**config.mk**
```make
export PLATFORM = sky130hd
export DESIGN_NAME = load_store_unit
export DESIGN_NICKNAME = d
export VERILOG_FILES = /design/src/rtl/load_store_unit.sv
export SDC_FILE = /design/constraint.sdc
export NUM_CORES = 1
export LEC_CHECK = 0
export ABC_AREA = 1
export CORE_UTILIZATION = 45
export CTS_BUF_LIST = sky130_fd_sc_hd__clkbuf_4 sky130_fd_sc_hd__clkbuf_8 sky130_fd_sc_hd__clkbuf_16
export CTS_CLUSTER_SIZE = 40
export DETAILED_ROUTE_END_ITERATION = 8
export HOLD_SLACK_MARGIN = 0.06
export PLACE_DENSITY_LB_ADDON = 0.05
export SKIP_CTS_REPAIR_TIMING = 1
export SYNTH_ARGS = -nofsm -noshare
export SYNTH_HDL_FRONTEND = slang
export SYNTH_SLANG_ARGS = --single-unit
```
**constraint.sdc**
```tcl
create_clock -name clk -period 2.5 [get_ports clk]
set_clock_uncertainty 0.15 [all_clocks]
set_input_delay 0.5 -clock clk [delete_from_list [all_inputs] [get_ports clk]]
set_output_delay 0.5 -clock clk [all_outputs]
set_load 0.05 [all_outputs]
```
**src/rtl/load_store_unit.sv**
```systemverilog
// load_store_unit: M-stage load/store unit driving a req/gnt/rvalid data bus.
// Builds byte enables and lane-replicated store data, and sign/zero-extends load data.
// Holds the pipeline stalled until the access retires, and times out hung accesses.
// Optional feature: define MISALIGN_EXC_EN to make misaligned accesses skip the bus
// and report o_misalign. The default build forces such accesses into alignment.
module load_store_unit #(
   parameter int unsigned DATA_WIDTH     = 32,
   parameter int unsigned TIMEOUT_CYCLES = 255
) (
   input  logic                    clk,
   input  logic                    rst,
   input  logic                    i_req_valid,
   input  logic                    i_we,
   input  logic [2:0]              i_funct3,
   input  logic [DATA_WIDTH-1:0]   i_addr,
   input  logic [DATA_WIDTH-1:0]   i_wdata,
   output logic                    o_stall,
   output logic                    o_load_valid,
   output logic [DATA_WIDTH-1:0]   o_load_data,
   output logic                    o_misalign,
   output logic                    o_bus_err,
   output logic                    o_mem_req,
   output logic                    o_mem_we,
   output logic [DATA_WIDTH-1:0]   o_mem_addr,
   output logic [DATA_WIDTH-1:0]   o_mem_wdata,
   output logic [DATA_WIDTH/8-1:0] o_mem_be,
   input  logic                    i_mem_gnt,
   input  logic                    i_mem_rvalid,
   input  logic [DATA_WIDTH-1:0]   i_mem_rdata
);

   localparam int unsigned DW      = DATA_WIDTH;
   localparam int unsigned NB      = DW / 8;
   localparam int unsigned OFF_W   = $clog2(NB);
   localparam int unsigned CNT_W   = $clog2(TIMEOUT_CYCLES + 2);
   localparam int unsigned TO_LAST = (TIMEOUT_CYCLES == 0) ? 0 : TIMEOUT_CYCLES - 1;
   localparam logic [1:0]  FULL_SZ = 2'(OFF_W);

   typedef enum logic [1:0] {S_IDLE, S_REQ, S_WAIT, S_RESP} state_e;

   // log2 of the access size in bytes; unsupported encodings become full width
   function automatic logic [1:0] acc_size(input logic we, input logic [2:0] f3);
      logic full;
      full = (we && f3[2]) || (f3 == 3'b111) ||
             ((DW == 32) && ((f3[1:0] == 2'b11) || (f3 == 3'b110)));
      return full ? FULL_SZ : f3[1:0];
   endfunction

   // offset bits that lie below the access size
   function automatic logic [OFF_W-1:0] low_mask(input logic [1:0] sz);
      return (OFF_W'(1) << sz) - OFF_W'(1);
   endfunction

   function automatic logic [NB-1:0] byte_en(input logic [1:0] sz, input logic [OFF_W-1:0] off);
      logic [NB-1:0] m;
      case (sz)
         2'd0:    m = NB'(1);
         2'd1:    m = NB'(3);
         2'd2:    m = NB'(15);
         default: m = '1;
      endcase
      if (sz == FULL_SZ) m = '1;
      return m << off;
   endfunction

   function automatic logic [DW-1:0] replicate(input logic [1:0] sz, input logic [DW-1:0] w);
      logic [DW-1:0] r;
      case (sz)
         2'd0:    r = {NB{w[7:0]}};
         2'd1:    r = {(NB/2){w[15:0]}};
         2'd2:    r = {(NB/4){w[31:0]}};
         default: r = w;
      endcase
      if (sz == FULL_SZ) r = w;
      return r;
   endfunction

   function automatic logic [DW-1:0] extend(input logic [1:0] sz, input logic uns,
                                            input logic [DW-1:0] rd, input logic [OFF_W-1:0] off);
      logic [DW-1:0] sh;
      logic [DW-1:0] r;
      sh = rd >> {off, 3'b000};
      case (sz)
         2'd0:    r = uns ? DW'(sh[7:0])  : DW'($signed(sh[7:0]));
         2'd1:    r = uns ? DW'(sh[15:0]) : DW'($signed(sh[15:0]));
         2'd2:    r = uns ? DW'(sh[31:0]) : DW'($signed(sh[31:0]));
         default: r = sh;
      endcase
      if (sz == FULL_SZ) r = sh;
      return r;
   endfunction

   state_e              state_q, state_d;
   logic [CNT_W-1:0]    cnt_q, cnt_d;
   logic                we_q, we_d;
   logic [2:0]          funct3_q, funct3_d;
   logic [OFF_W-1:0]    off_q, off_d;
   logic                mem_req_q, mem_req_d;
   logic                mem_we_q, mem_we_d;
   logic [DW-1:0]       mem_addr_q, mem_addr_d;
   logic [DW-1:0]       mem_wdata_q, mem_wdata_d;
   logic [NB-1:0]       mem_be_q, mem_be_d;
   logic                load_valid_q, load_valid_d;
   logic [DW-1:0]       load_data_q, load_data_d;
   logic                bus_err_q, bus_err_d;
   logic                misalign_q, misalign_d;

   logic [1:0]          in_sz;
   logic [OFF_W-1:0]    in_off;
   logic                go_misal;
   logic [1:0]          q_sz;
   logic                timeout;
   logic [CNT_W-1:0]    cnt_inc;

   // decode of the incoming access and of the captured load
   assign in_sz   = acc_size(i_we, i_funct3);
   assign in_off  = i_addr[OFF_W-1:0] & ~low_mask(in_sz);
   assign q_sz    = acc_size(we_q, funct3_q);
   assign timeout = (TIMEOUT_CYCLES != 0) && (cnt_q >= CNT_W'(TO_LAST));
   assign cnt_inc = (cnt_q == '1) ? cnt_q : cnt_q + CNT_W'(1);

`ifdef MISALIGN_EXC_EN
   assign go_misal = |(i_addr[OFF_W-1:0] & low_mask(in_sz));
`else
   assign go_misal = 1'b0;
`endif

   // next-state, bus request and response pulses
   always_comb begin
      state_d      = state_q;
      cnt_d        = '0;
      we_d         = we_q;
      funct3_d     = funct3_q;
      off_d        = off_q;
      mem_req_d    = 1'b0;
      mem_we_d     = mem_we_q;
      mem_addr_d   = mem_addr_q;
      mem_wdata_d  = mem_wdata_q;
      mem_be_d     = mem_be_q;
      load_valid_d = 1'b0;
      load_data_d  = load_data_q;
      bus_err_d    = 1'b0;
      misalign_d   = 1'b0;
      case (state_q)
         S_IDLE: begin
            if (i_req_valid) begin
               we_d     = i_we;
               funct3_d = i_funct3;
               off_d    = i_addr[OFF_W-1:0];
               if (go_misal) begin
                  state_d     = S_RESP;
                  misalign_d  = 1'b1;
                  load_data_d = '0;
               end else begin
                  state_d     = S_REQ;
                  mem_req_d   = 1'b1;
                  mem_we_d    = i_we;
                  mem_addr_d  = {i_addr[DW-1:OFF_W], OFF_W'(0)};
                  mem_be_d    = byte_en(in_sz, in_off);
                  mem_wdata_d = replicate(in_sz, i_wdata);
               end
            end
         end
         S_REQ: begin
            cnt_d = cnt_inc;
            if (i_mem_gnt) begin
               state_d = we_q ? S_RESP : S_WAIT;
            end else if (timeout) begin
               state_d     = S_RESP;
               bus_err_d   = 1'b1;
               load_data_d = '0;
            end else begin
               mem_req_d = 1'b1;
            end
         end
         S_WAIT: begin
            cnt_d = cnt_inc;
            if (i_mem_rvalid) begin
               state_d      = S_RESP;
               load_valid_d = 1'b1;
               load_data_d  = extend(q_sz, funct3_q[2], i_mem_rdata, off_q & ~low_mask(q_sz));
            end else if (timeout) begin
               state_d     = S_RESP;
               bus_err_d   = 1'b1;
               load_data_d = '0;
            end
         end
         default: begin
            state_d = S_IDLE;
         end
      endcase
   end

   // state and output registers
   always_ff @(posedge clk) begin
      if (rst) begin
         state_q      <= S_IDLE;
         cnt_q        <= '0;
         we_q         <= 1'b0;
         funct3_q     <= '0;
         off_q        <= '0;
         mem_req_q    <= 1'b0;
         mem_we_q     <= 1'b0;
         mem_addr_q   <= '0;
         mem_wdata_q  <= '0;
         mem_be_q     <= '0;
         load_valid_q <= 1'b0;
         load_data_q  <= '0;
         bus_err_q    <= 1'b0;
         misalign_q   <= 1'b0;
      end else begin
         state_q      <= state_d;
         cnt_q        <= cnt_d;
         we_q         <= we_d;
         funct3_q     <= funct3_d;
         off_q        <= off_d;
         mem_req_q    <= mem_req_d;
         mem_we_q     <= mem_we_d;
         mem_addr_q   <= mem_addr_d;
         mem_wdata_q  <= mem_wdata_d;
         mem_be_q     <= mem_be_d;
         load_valid_q <= load_valid_d;
         load_data_q  <= load_data_d;
         bus_err_q    <= bus_err_d;
         misalign_q   <= misalign_d;
      end
   end

   // the stall must rise in the same cycle the M stage presents an access
   assign o_stall      = ((state_q == S_IDLE) && i_req_valid) ||
                         (state_q == S_REQ) || (state_q == S_WAIT);
   assign o_load_valid = load_valid_q;
   assign o_load_data  = load_data_q;
   assign o_bus_err    = bus_err_q;
   assign o_misalign   = misalign_q;
   assign o_mem_req    = mem_req_q;
   assign o_mem_we     = mem_we_q;
   assign o_mem_addr   = mem_addr_q;
   assign o_mem_wdata  = mem_wdata_q;
   assign o_mem_be     = mem_be_q;

endmodule

```
### Word-level counts from Yosys, hierarchy flattened

Cells that the tools add are included.

| operators by class | value |
|---|---|
| add/subtract/negate cells | 3 |
| magnitude comparators | 1 |
| eq/ne operators | 15 |
| shifts and indexed selects | 4 |
| muxes and demuxes | 31 |
| bitwise gates (word level) | 6 |
| reductions and logical operators | 20 |

Operator list:

| cell | count |
|---|---|
| 2-to-1 mux 32 bit | 7 |
| one-hot mux 32 bit (2 select lines) | 3 |
| >> shifter 32 x 5 -> 32 bit | 1 |
| == test 3 bit (second input constant) | 4 |
| 2-to-1 mux 2 bit | 6 |
| 2-to-1 mux 4 bit | 3 |
| == test 2 bit (second input constant) | 5 |
| adder 9 x 1 -> 9 bit (second input constant) | 1 |
| == test 9 bit (second input constant) | 1 |
| >= comparator 9 x 8 -> 1 bit (second input constant) | 1 |
| logical OR 1 bit | 8 |
| 2-to-1 mux 1 bit | 8 |
| one-hot mux 4 bit (2 select lines) | 1 |
| == test 2 x 1 -> 1 bit (second input constant) | 3 |
| zero test 2 bit | 3 |
| one-hot mux 2 bit (3 select lines) | 1 |
| OR reduction 2 bit | 3 |
| AND 2 bit | 2 |
| inequality test 2 bit (second input constant) | 2 |
| inverter 2 bit | 2 |
| one-hot mux 1 bit (2 select lines) | 2 |
| AND reduction 2 bit | 2 |
| << shifter 1 x 2 -> 2 bit (first input constant) | 2 |
| << shifter 4 x 2 -> 4 bit | 1 |
| 4 further kinds | 8 |

| storage, ports and cells | value |
|---|---|
| flip-flop bits (word level) | 118 |
| input port bits | 105 |
| output and inout port bits | 106 |
| logic and storage cells | 92 |

### Longest topological paths before layout

| depth | value |
|---|---|
| depth after elaboration | 14 |
| gate-level depth with buffers | 13 |

### Worst setup path before layout

Ideal clock, no wire load.

| timing | value |
|---|---|
| path kind | reg2out |
| start | register state_q[0] |
| end | output port o_stall |
| arrival | 1.566 ns |
| data required time | 1.850 ns |
| slack | 0.284 ns |
| cell stages (with the launch flop) | 6 |
| cells stage by stage | dfxtp_1 -> inv_1 -> ha_1 -> nand2_1 -> clkbuf_1 -> nand3_1 |

| between the ends | value |
|---|---|
| cells in the longest elaborated chain, start to end | 4 |
| elaborated cells between the ends (all ways) | 6 |
| those cells by class | 2 x eq/ne; 4 x reduce/logical |

RTL lines:

| element | RTL line | source |
|---|---|---|
| from (decl) | 93 | `state_e state_q, state_d;` |
| from (signal assigned) | 212 | `state_q <= state_d;` |
| zero test 2 bit | 230 | `assign o_stall = ((state_q == S_IDLE) && i_req_valid) \|\|` |
| logical AND 1 bit | 230 |  |
| logical OR 1 bit | 230 |  |
| logical OR 1 bit (*) | 231 | `(state_q == S_REQ) \|\| (state_q == S_WAIT);` |
| to (decl) | 17 | `output logic o_stall,` |

Mark *: on every way between the ends. The rest lies on a longest branch, timed or not.

### Worst setup path after layout

| timing | value |
|---|---|
| start | register state_q[1] |
| end | output port o_stall |

The elaborated chain is that of the path after synthesis.

==> impl_metrics.ini <==
[final_layout]
most-common-layout-cells = clkdlybuf4s50_1 (206), nand2_1 (174), nor2_1 (123), dfxtp_1 (118), o21ai_0 (109)
drive_gt1_frac = 0.0744
area_growth_syn_to_layout_pct = 50.5
instances_no_fill = 1190
final_area_um2 = 8500
final_common_cell = clkdlybuf4s50_1
nets = 1121
fin_util = 0.702
n_antenna_cell = 0

[clocking]
cts_sinks = 118
htree_levels = 4
clockBufferDepth = 2
path_clk_slew_ns = 0.05
tritoncts = done
cts_buffers = 17
clk_latency_ns = 0.41
clock-root-buffer = clkbuf_16

[grt]
grt_util_all_layers = 0.265
grt_pass1_wl_mm = 27.0
grt_antenna_before_repair = 0
grt_max_degree = 52
grt_pass1_vias = 5460
grt-ovfl-total = 0

[floorplan]
rows = 40
start_util = 0.466
ioPinCount = 211
die-area_um2 = 13000
die_x_um = 114
die_y_um = 114
fp.coreArea_um2 = 12100

[detailed_routing]
drt_iter0_drc = 480
wirelength_mm = 17.0
drt_pass1_iterations = 5
vias = 5997
drc = 0
wl_per_cell_um = 14.3
antenna_left = 0
via_per_inst = 5.04

[min_path]
holdCritPathClass = flip-flop to flip-flop

[place]
dp_slack_ns = 0.281
hpwl_mm = 11.8
port_buffers = 207
dp_cells = 1158
postPlaceCellArea_um2 = 7860
place.gp.congestion = 0.901

[power]
power_density_nw_per_um2 = 845
p_leak_nw = 3.47
totalPowerFinal_mw = 7.18
peakVddDrop_mv = 0.573

[sta]
min_period_over_period = 0.927
finalHoldViolCount = 0
fin_crit_ns = 2.32
tightest_slew_ns = 0.568
rsz0062_at_grt = false
fin_setup_tns_ns = 0
fin_ws_ns = 0.183
setup_viol = 0
hold_ws_ns = 0.313
relSlewSlack = 0.620
max_freq_mhz = 432
slew_viol_final = 0

[worst_setup_path]
startpoint_type = flip-flop
r2r_slack_ns = 0.45
cp.required_ns = 1.85
crit_path_end_kind = primary output
crit_arrival_ns = 1.67
crit_type = flip-flop to primary output
crit_fanout = 15

[logic_synthesis]
ys_types = 34
synth_top_cells_by_area = dfxtp_1 (42%), nand2_1 (12%), o21ai_0 (9.7%)
yosys.area.top_type = dfxtp_1
ys_seq_area_frac = 0.418
syn_inst = 813
avgSynthCellArea_um2 = 6.95
synth_area_um2 = 5650
ys_ff_latch = 118
yosys_warnings = 0
netlist.area_leader.share = 0.418

[flow_run]
drv_cap = 0

[run_status]
status = completed
## routing by layer
metal / track usage / share of wire / routed length (um)
met3: 0.0956 / 0.091 / 1550
met2: 0.428 / 0.46 / 7830
met1: 0.327 / 0.43 / 7310
met4: 0.0892 / 0.016 / 272
met5: 0 / 0 / 0
## kinds of logic after synthesis
group	synth area share
AOI/OAI and AO/OA	0.209
other	0.000664
xor gates and xnor gates	0.00155
adders and majority gates	0.0155
and+or+nand+nor	0.272
buffers and inverters	0.0833
DFF	0.418
## cell usage after synthesis
| library cell | n |
|---|---|
| nand2_1 | 175 |
| nor2_1 | 123 |
| dfxtp_1 | 118 |
| o21ai_0 | 109 |
| a21oi_1 | 75 |
| inv_1 | 55 |
| nand3_1 | 31 |
| clkbuf_1 | 28 |
| o211ai_1 | 22 |
| buf_2 | 10 |
| a31oi_1 | 9 |
| buf_4 | 7 |
| ha_1 | 7 |
| inv_2 | 5 |
| nor3_1 | 5 |
| nand2_2 | 4 |
| clkinv_1 | 3 |
| nand2_4 | 3 |
| nand3_2 | 3 |
| nand3_4 | 3 |
| buf_6 | 2 |
| nand4_1 | 2 |
| nor2_8 | 2 |
| nor4_1 | 2 |
| a21oi_2 | 1 |
| buf_1 | 1 |
| conb_1 | 1 |
| nand4_2 | 1 |
| nor2_2 | 1 |
| nor3_2 | 1 |
| o21a_1 | 1 |
| o21ai_1 | 1 |
| o21ai_4 | 1 |
| xor2_1 | 1 |
## power by group
group / total, mW / internal [mW] / switching, mW / leakage, nW
Combinational: 2.34 / 0.810 / 1.53 / 2.19
Clock: 2.62 / 1.73 / 0.892 / 0.314
Sequential: 2.22 / 2.10 / 0.118 / 0.969
Total: 7.18 / 4.64 / 2.54 / 3.47
## critical path, cell delays in order (launching register included)
cell and delay, ns:
dfxtp_1 0.41, inv_1 0.09, ha_1 0.26, nand2_4 0.17
nand3_1 0.15, buf_12 0.18
## area by class of cell
class,instances,area [um^2]
multi-input combinational,586,2830
tap,168,210
timing repair buffer,223,2230
sequential,118,2360
fill,1036,3610
clock buffer,20,460
inverter,63,236
clock inverter,12,174
## flip-flops by register name (all words and copies together), names as in the netlist
name and flops:
cnt_q 9, funct3_q 3, o_bus_err 1, o_load_data 32, o_load_valid 1, o_mem_addr 30, o_mem_be 4, o_mem_req 1
o_mem_wdata 32, o_mem_we 1, off_q 2, state_q 2
## final timing paths
check	to	depth (start not counted)	startpoint
hold reg to reg	o_load_data[0]	2	o_load_data[0]
hold / removal	o_load_data[0]	2	o_load_data[0]
setup / recovery	o_stall	5	state_q[1]
setup reg to reg	o_load_data[30]	11	state_q[1]
(Power assumes the default switching activity.)
